### src/rtl/sa_thread_scheduler.sv
`default_nettype none
// +--------------------------------------------------------------------------+
// | sa_thread_scheduler: round-robin issue of SA cell-swap pairs to the      |
// | shared cost evaluator. Option macro: SA_SKIP_SELF_PAIR_EN. Rev 1.0       |
// +--------------------------------------------------------------------------+
module sa_thread_scheduler #(
   parameter int N_THREADS = 4,
   parameter int TID_W     = 2,
   parameter int N_CELLS   = 16,
   parameter int CELL_W    = 4,
   parameter int CNT_W     = 16
) (
   input  logic              clk,
   input  logic              rst,
   input  logic              start,
   output logic              done,
   output logic              issue_valid,
   input  logic              issue_ready,
   output logic [TID_W-1:0]  issue_thread,
   output logic [CELL_W-1:0] issue_ca,
   output logic [CELL_W-1:0] issue_cb,
   input  logic              res_valid,
   input  logic [TID_W-1:0]  res_thread,
   input  logic              res_accept,
   output logic [CNT_W-1:0]  accept_count,
   output logic              err
);

   typedef enum logic [1:0] {S_IDLE = 2'd0, S_RUN = 2'd1, S_DRAIN = 2'd2, S_DONE = 2'd3} state_t;

   localparam logic [CELL_W-1:0] C_CELL_MAX = CELL_W'(N_CELLS - 1);
   localparam logic [CNT_W-1:0]  C_CNT_MAX  = '1;

   state_t               state_q, state_d;
   logic [TID_W-1:0]     ptr_q, ptr_d;
   logic [CELL_W-1:0]    ca_q [N_THREADS];
   logic [CELL_W-1:0]    ca_d [N_THREADS];
   logic [CELL_W-1:0]    cb_q [N_THREADS];
   logic [CELL_W-1:0]    cb_d [N_THREADS];
   logic [N_THREADS-1:0] out_q, out_d, fin_q, fin_d;
   logic                 vld_q, vld_d;
   logic [TID_W-1:0]     thr_q, thr_d;
   logic [CELL_W-1:0]    ica_q, ica_d, icb_q, icb_d;
   logic [CNT_W-1:0]     acc_q, acc_d;
   logic                 err_q, err_d, done_q, done_d;
   logic [N_THREADS-1:0] elig, skip, adv;
   logic [TID_W-1:0]     cand;
   logic                 found;

   always_comb begin
      skip = '0;
      elig = '0;
      for (int t = 0; t < N_THREADS; t++) begin
`ifdef SA_SKIP_SELF_PAIR_EN
         skip[t] = !fin_q[t] && (ca_q[t] == cb_q[t]);
`else
         skip[t] = 1'b0;
`endif
         elig[t] = !out_q[t] && !fin_q[t] && !skip[t];
      end
   end

   always_comb begin
      state_d = state_q;
      ptr_d   = ptr_q;
      ca_d    = ca_q;
      cb_d    = cb_q;
      out_d   = out_q;
      fin_d   = fin_q;
      vld_d   = vld_q;
      thr_d   = thr_q;
      ica_d   = ica_q;
      icb_d   = icb_q;
      acc_d   = acc_q;
      err_d   = err_q;
      adv     = '0;
      cand    = '0;
      found   = 1'b0;
      case (state_q)
         S_IDLE: begin
            if (start) begin
               state_d = S_RUN;
               ca_d    = '{default: '0};
               cb_d    = '{default: '0};
               out_d   = '0;
               fin_d   = '0;
               acc_d   = '0;
               err_d   = 1'b0;
               ptr_d   = '0;
               vld_d   = 1'b0;
            end
         end
         S_RUN, S_DRAIN: begin
            if (vld_q && issue_ready)
               vld_d = 1'b0;
            if (res_valid) begin
               if (out_q[res_thread]) begin
                  out_d[res_thread] = 1'b0;
                  if (res_accept && (acc_q != C_CNT_MAX))
                     acc_d = acc_q + 1'b1;
               end else begin
                  err_d = 1'b1;
               end
            end
            if (state_q == S_RUN) begin
               adv = skip;
               // The issue register is free when empty or being transferred this cycle.
               if (!vld_q || issue_ready) begin
                  for (int i = 0; i < N_THREADS; i++) begin
                     cand = TID_W'((int'(ptr_q) + i) % N_THREADS);
                     if (!found && elig[cand]) begin
                        found       = 1'b1;
                        vld_d       = 1'b1;
                        thr_d       = cand;
                        ica_d       = ca_q[cand];
                        icb_d       = cb_q[cand];
                        out_d[cand] = 1'b1;
                        adv[cand]   = 1'b1;
                        ptr_d       = TID_W'((int'(cand) + 1) % N_THREADS);
                     end
                  end
               end
               if (&fin_q)
                  state_d = S_DRAIN;
            end else if ((out_q == '0) && !vld_q) begin
               state_d = S_DONE;
            end
         end
         S_DONE: begin
            if (!start)
               state_d = S_IDLE;
         end
         default: state_d = S_IDLE;
      endcase
      for (int t = 0; t < N_THREADS; t++) begin
         if (adv[t]) begin
            if (ca_q[t] == C_CELL_MAX) begin
               ca_d[t] = '0;
               if (cb_q[t] == C_CELL_MAX)
                  fin_d[t] = 1'b1;
               else
                  cb_d[t] = cb_q[t] + 1'b1;
            end else begin
               ca_d[t] = ca_q[t] + 1'b1;
            end
         end
      end
      done_d = (state_d == S_DONE);
   end

   always_ff @(posedge clk) begin
      if (!rst) begin
         state_q <= S_IDLE;
         ptr_q   <= '0;
         ca_q    <= '{default: '0};
         cb_q    <= '{default: '0};
         out_q   <= '0;
         fin_q   <= '0;
         vld_q   <= 1'b0;
         thr_q   <= '0;
         ica_q   <= '0;
         icb_q   <= '0;
         acc_q   <= '0;
         err_q   <= 1'b0;
         done_q  <= 1'b0;
      end else begin
         state_q <= state_d;
         ptr_q   <= ptr_d;
         ca_q    <= ca_d;
         cb_q    <= cb_d;
         out_q   <= out_d;
         fin_q   <= fin_d;
         vld_q   <= vld_d;
         thr_q   <= thr_d;
         ica_q   <= ica_d;
         icb_q   <= icb_d;
         acc_q   <= acc_d;
         err_q   <= err_d;
         done_q  <= done_d;
      end
   end

   assign done         = done_q;
   assign issue_valid  = vld_q;
   assign issue_thread = thr_q;
   assign issue_ca     = ica_q;
   assign issue_cb     = icb_q;
   assign accept_count = acc_q;
   assign err          = err_q;

endmodule
`default_nettype wire

### config.mk
export PLATFORM = sky130hd
export DESIGN_NAME = sa_thread_scheduler
export DESIGN_NICKNAME = d
export VERILOG_FILES = /design/src/rtl/sa_thread_scheduler.sv
export SDC_FILE = /design/constraint.sdc
export NUM_CORES = 1
export LEC_CHECK = 0
export BUFFER_PORTS_ARGS = -buffer_cell sky130_fd_sc_hd__buf_2
export CORE_AREA = 2 2 90 179
export DETAILED_ROUTE_END_ITERATION = 6
export DIE_AREA = 0 0 92 181
export SLEW_MARGIN = 40
export SYNTH_ARGS = -nofsm -noshare
export SYNTH_HDL_FRONTEND = slang
export SYNTH_SLANG_ARGS = --single-unit
### constraint.sdc
create_clock -name clk -period 4.06 [get_ports clk]
set_clock_uncertainty 0.2 [all_clocks]
set_input_delay 0.203 -clock clk [delete_from_list [all_inputs] [get_ports clk]]
set_output_delay 0.203 -clock clk [all_outputs]
set_load 0.01 [all_outputs]
-- Yosys cells after proc, flatten, opt, wreduce, memory -nomap -nowiden
Cells that the tools add are included.
- register bits: 73
- input bits: 8
- output and inout bits: 29
- word-level logic and storage cells: 305
- $add $sub $neg: 15
- magnitude comparators: 14
- equality and inequality tests: 21
- multiplexer cells: 172
- bitwise operators: 13
- reductions and logical operators: 51
- operators by type and width (cell ; number):
    4-bit two-way mux ; 81
    16-bit two-way mux ; 7
    4-bit binary-select mux with 2-bit select ; 8
    1-bit two-way mux ; 44
    4-bit by 1-bit adder with 4-bit output, second input constant ; 8
    4-bit equality test, second input constant ; 8
    2-bit two-way mux ; 16
    16-bit case mux with 2 select lines ; 1
    4-bit bitwise OR ; 7
    2-bit nonzero test ; 9
    16-bit by 1-bit adder with 16-bit output, second input constant ; 1
    16-bit inequality test, second input constant ; 1
    1-bit logical AND ; 15
    2-bit by 3-bit < comparator with 1-bit output, second input constant ; 5
    2-bit inequality test, second input constant ; 7
    3-bit greater-or-equal comparator, second input constant ; 4
    1-bit zero test ; 12
    2-bit NOT with 3-bit output ; 4
    4-bit AND reduction ; 3
    1-bit binary-select mux with 2-bit select ; 5
    1-bit demux with 2-bit select ; 5
    2-bit by 1-bit greater-or-equal comparator with 1-bit output, second input constant ; 5
    2-bit AND reduction ; 5
    5-bit AND reduction ; 2
    other kinds (16) ; 23

-- Longest topological paths before layout
- depth in word-level cells: 29
- mapped depth: 11
- depth with buffers taken out: 9

-- Worst setup path before layout
OpenSTA, ideal clock, no wires.
- kind: register to register
- from: register ptr_q[0]
- to: register cb_q[7] (netlist name)
- setup time: 0.074 ns
- arrival time: 2.832 ns
- data required time: 3.786 ns
- setup slack: 0.953 ns
- stages on the path, launching flop included: 11
- buffers on the path: 1
- period minus slack after synthesis: 3.107 ns
- cell sequence: dfxtp_1 buf_2 inv_1 ha_1 or4b_1 nor4_4 a21oi_1 o2111ai_2 o21ai_2 or4_1 a31oi_1
- longest elaborated chain between the ends: 25
- elaborated cells on any way between the ends: 69
- those cells by class: 3 x add/sub; 8 x order compare; 45 x mux; 3 x bitwise; 10 x reduce/logical
- RTL lines (element ; RTL line ; text):
    start: declaration ; 35 ; logic [TID_W-1:0] ptr_q, ptr_d;
    start signal: assignment ; 168 ; ptr_q <= ptr_d;
    parallel branches: the longest is 20 deep, another holds 2-bit by 3-bit < comparator with 1-bit output ; n/a ;
    4-bit two-way mux * ; 111 ; if (!found && elig[cand]) begin
    4-bit two-way mux * ; 108 ; if (!vld_q || issue_ready) begin
    4-bit two-way mux * ; 105 ; if (state_q == S_RUN) begin
    4-bit two-way mux * ; 79 ; case (state_q)
    4-bit two-way mux * ; 136 ; if (adv[t]) begin
    end signal: assignment ; 156 ; cb_q <= '{default: '0};
    end signal: assignment ; 170 ; cb_q <= cb_d;
    end: declaration ; 38 ; logic [CELL_W-1:0] cb_q [N_THREADS];
Every way passes the cells marked *. The select of a mux whose other input is x is not followed.
A chain may end at the register's enable or synchronous reset.

-- Worst setup path after layout
- from: register ptr_q[1]
- to: register ca_q[14] (netlist name)
- longest elaborated chain between the ends: 26
- elaborated cells on any way between the ends: 72
- those cells by class: 3 x add/sub; 8 x order compare; 45 x mux; 3 x bitwise; 13 x reduce/logical
- RTL lines (element ; RTL line ; text):
    parallel branches: the longest is 20 deep, another holds 2-bit by 3-bit < comparator with 1-bit output ; n/a ;
    4-bit two-way mux * ; 111 ;
    4-bit two-way mux * ; 108 ;
    4-bit two-way mux * ; 105 ;
    4-bit two-way mux * ; 79 ;
    2-bit nonzero test (no line) ; n/a ;
    2-bit AND reduction (no line) ; n/a ;
    end signal: assignment ; 155 ; ca_q <= '{default: '0};
    end signal: assignment ; 169 ; ca_q <= ca_d;
    end: declaration ; 36 ; logic [CELL_W-1:0] ca_q [N_THREADS];
Marks and branches as above.

==> impl_metrics.env <==
export IMPL_grt_max_degree=51
export IMPL_utilization=0.389
export IMPL_end_kind="register"
export IMPL_globalplace_congestion=0.963
export IMPL_maxCapViolCount=0
export IMPL_initial_core_util=0.348
export IMPL_report_final_slew_viol_count=0
export IMPL_die_x_um=92
export IMPL_irDropWorstVdd_uv=239
export IMPL_p_leak_nw=2.09
export IMPL_hold_viol_final=0
export IMPL_critPathArrivalTime_ps=3480
export IMPL_p_per_area_nw_per_um2=371
export IMPL_core_region_area_um2=15200
export IMPL_yosysMostFrequentCell="dfxtp_1"
export IMPL_wirelength_um=16300
export IMPL_dr_pass1_iters=5
export IMPL_syn_area_per_cell_um2=8.32
export IMPL_p_int_mw=1.43
export IMPL_diodes=0
export IMPL_synth_fp_nets=663
export IMPL_critical_path_class="reg -> reg"
export IMPL_antenna_found_initial=0
export IMPL_ys_seq_area_frac=0.276
export IMPL_crit_chain="inv_1 > ha_1 > or3b_2 > mux2i_1 > a21oi_1 > o2111ai_1 > o21ai_1 > or3b_2 > a31oi_1"
export IMPL_cts_resized=0
export IMPL_clock_latency_ps=350
export IMPL_final_period_utilization=0.840
export IMPL_ys_ff_latch=73
export IMPL_placed_cells=835
export IMPL_track_usage=0.197
export IMPL_via_count=5140
export IMPL_path_max_fanout=11
export IMPL_route_detailed_drc=0
export IMPL_cts_sinks=73
export IMPL_yosys_warnings=0
export IMPL_crit_top_cell="or3b_2"
export IMPL_grt_pass1_vias=5023
export IMPL_max_freq_mhz=293
export IMPL_die_h_um=181
export IMPL_relSlewSlack=0.440
export IMPL_ioPinCount=37
export IMPL_dieArea_um2=16700
export IMPL_vias_per_cell=6.04
export IMPL_power_frac_comb=0.259
export IMPL_nets=675
export IMPL_syn_instance_count=636
export IMPL_detail_route_antenna_nets=0
export IMPL_drive_above_1_share=0.185
export IMPL_port_buffers=36
export IMPL_synth_area_um2=5290
export IMPL_final_cells=851
export IMPL_grt_pass1_wl_um=26000
export IMPL_cp_top_family="simple AND/OR/NAND/NOR gates"
export IMPL_max_stage_delay_ps=520
export IMPL_cts_buffers=9
export IMPL_min_delay_path_class="in -> reg"
export IMPL_drtIter0Drc=348
export IMPL_clkPwrFrac=0.398
export IMPL_finalCriticalPeriod_ps=3410
export IMPL_cts_setup_buffers=0
export IMPL_cts_hold_buf=0
export IMPL_clkTransAtPathRegs_ps=70
export IMPL_setup_tns_ps=0
export IMPL_rsz0062_at_grt="false"
export IMPL_rows=64
export IMPL_postLayoutSetupSlackWorst_ps=650
export IMPL_h_tree_depth=3
export IMPL_critPathSlowestCell="or3b_2"
export IMPL_synth_top_cells_by_count="dfxtp_1 (73), a21oi_1 (51), nor2_1 (48)"
export IMPL_grt_overflow=0
export IMPL_ys_flop_type="dfxtp_1"
export IMPL_wl_per_cell_um=19.2
export IMPL_cts_root_buf="clkbuf_16"
export IMPL_worst_pin_slew_ps=838
export IMPL_status="finished, final reports clean"
export IMPL_crit_buf_inv=1
export IMPL_yosys_area_top_type="dfxtp_1"
export IMPL_clock_path_buffers=2
export IMPL_required_ps=4130
export IMPL_yosys_top_cells_area="dfxtp_1 (28%), mux4_2 (8.1%), a21oi_1 (4.8%)"
export IMPL_dp_hpwl_um=12200
export IMPL_synth_top_area_frac=0.276
export IMPL_swShare=0.348
export IMPL_critPathLaunchType="register"
export IMPL_synth_distinct_cells=70
export IMPL_p_seq_frac=0.343
export IMPL_syn2layout_area_growth_pct=12.0
export IMPL_synth_edf_count=0
export IMPL_p_sw_mw=0.765
export IMPL_tritoncts="yes"
export IMPL_dp_slack_ps=763
export IMPL_synthArstFlopShare=0
export IMPL_setup_violations=0
power by group through the flow:
stage | combinational [mW] | clock (mW) | sequential (mW)
global placement | 0.555 | 0 | 0.769
global route | 0.616 | 0.910 | 0.756
detailed placement | 0.562 | 0 | 0.769
CTS | 0.565 | 0.888 | 0.753
finish | 0.568 | 0.876 | 0.753
floorplan | 0.428 | 0 | 0.767
cell families (layout without fill, tap and decap cells):
logic type / after synthesis / in the layout / synth area share
flip-flops: 73 / 73 / 0.276
AO/OA/AOI/OAI: 186 / 186 / 0.233
buffers and inverters: 61 / 78 / 0.0476
multiplexers: 39 / 39 / 0.122
AND/OR/NAND/NOR: 241 / 241 / 0.247
XOR/XNOR: 17 / 17 / 0.0282
adder cells (fa/ha/maj): 19 / 19 / 0.0449
worst paths after layout:
path / startpoint / to / slack, ps / cells past startpoint
worst max-delay path: ptr_q[1] / ca_q[14] / 650 / 9
worst min register to register: err / err / 250 / 2
worst min-delay path: rst / ca_q[15] / 30 / 2
worst max register to register: ptr_q[1] / ca_q[14] / 650 / 9
routing by layer:
metal  up-vias  wire [um]  global-route usage
li1       2434          -                   -
met1      2475       5800               0.189
met2       165       8760               0.373
met3        66        540              0.0304
met4         0       1220               0.139
met5         -          0                   0
worst register-to-register path, cell delays in order, from the launching register on:
cell       delay (ps)
dfxtp_1           330
inv_1             100
ha_1              470
or3b_2            490
mux2i_1           260
a21oi_1           160
o2111ai_1         370
o21ai_1           290
or3b_2            520
a31oi_1           160
layout make-up:
type,instances,area (um2)
Clock buffer,9,225
Clock inverter,7,95.1
Fill cell,1606,9290
Inverter,17,63.8
Multi-Input combinational cell,502,3580
Sequential cell,73,1460
Tap cell,198,248
Timing Repair Buffer,45,248
flip-flops by register name, indices dropped and copies added, names as in the netlist:
register and cells:
accept_count 16, ca_q 16, cb_q 16, done 1, err 1, fin_q 4, issue_ca 4, issue_cb 4
issue_thread 2, issue_valid 1, out_q 4, ptr_q 2, state_q 2
per-stage QoR:
step | instance area [um2] | power, mW | hold slack (ps)
after CTS | 5920 | 2.21 | 24.0
after global placement | 5600 | 1.32 | 248
final | 5920 | 2.20 | 30.2
after detailed placement | 5600 | 1.33 | 252
after global routing | 5920 | 2.28 | 33.7
after floorplan | 5290 | 1.19 | 270
layout by cell type (no fill, tap or decap), types with 8 or more instances in the layout:
cell / instances
mux2_2: 15
nor3b_1: 10
nand2_1: 36
o21a_1: 18
ha_1: 19
a21oi_1: 51
or3_1: 10
buf_2: 36
a31oi_1: 9
and3_1: 15
clkbuf_16: 9
mux4_2: 19
nand3b_1: 8
nor2_1: 48
nand3_1: 44
dfxtp_1: 72
nor3_1: 18
buf_4: 9
o221ai_1: 8
nand4_1: 13
o21ai_0: 37
inv_1: 16
o22ai_1: 18
xnor2_1: 10
Power figures use the tool's default switching activity.
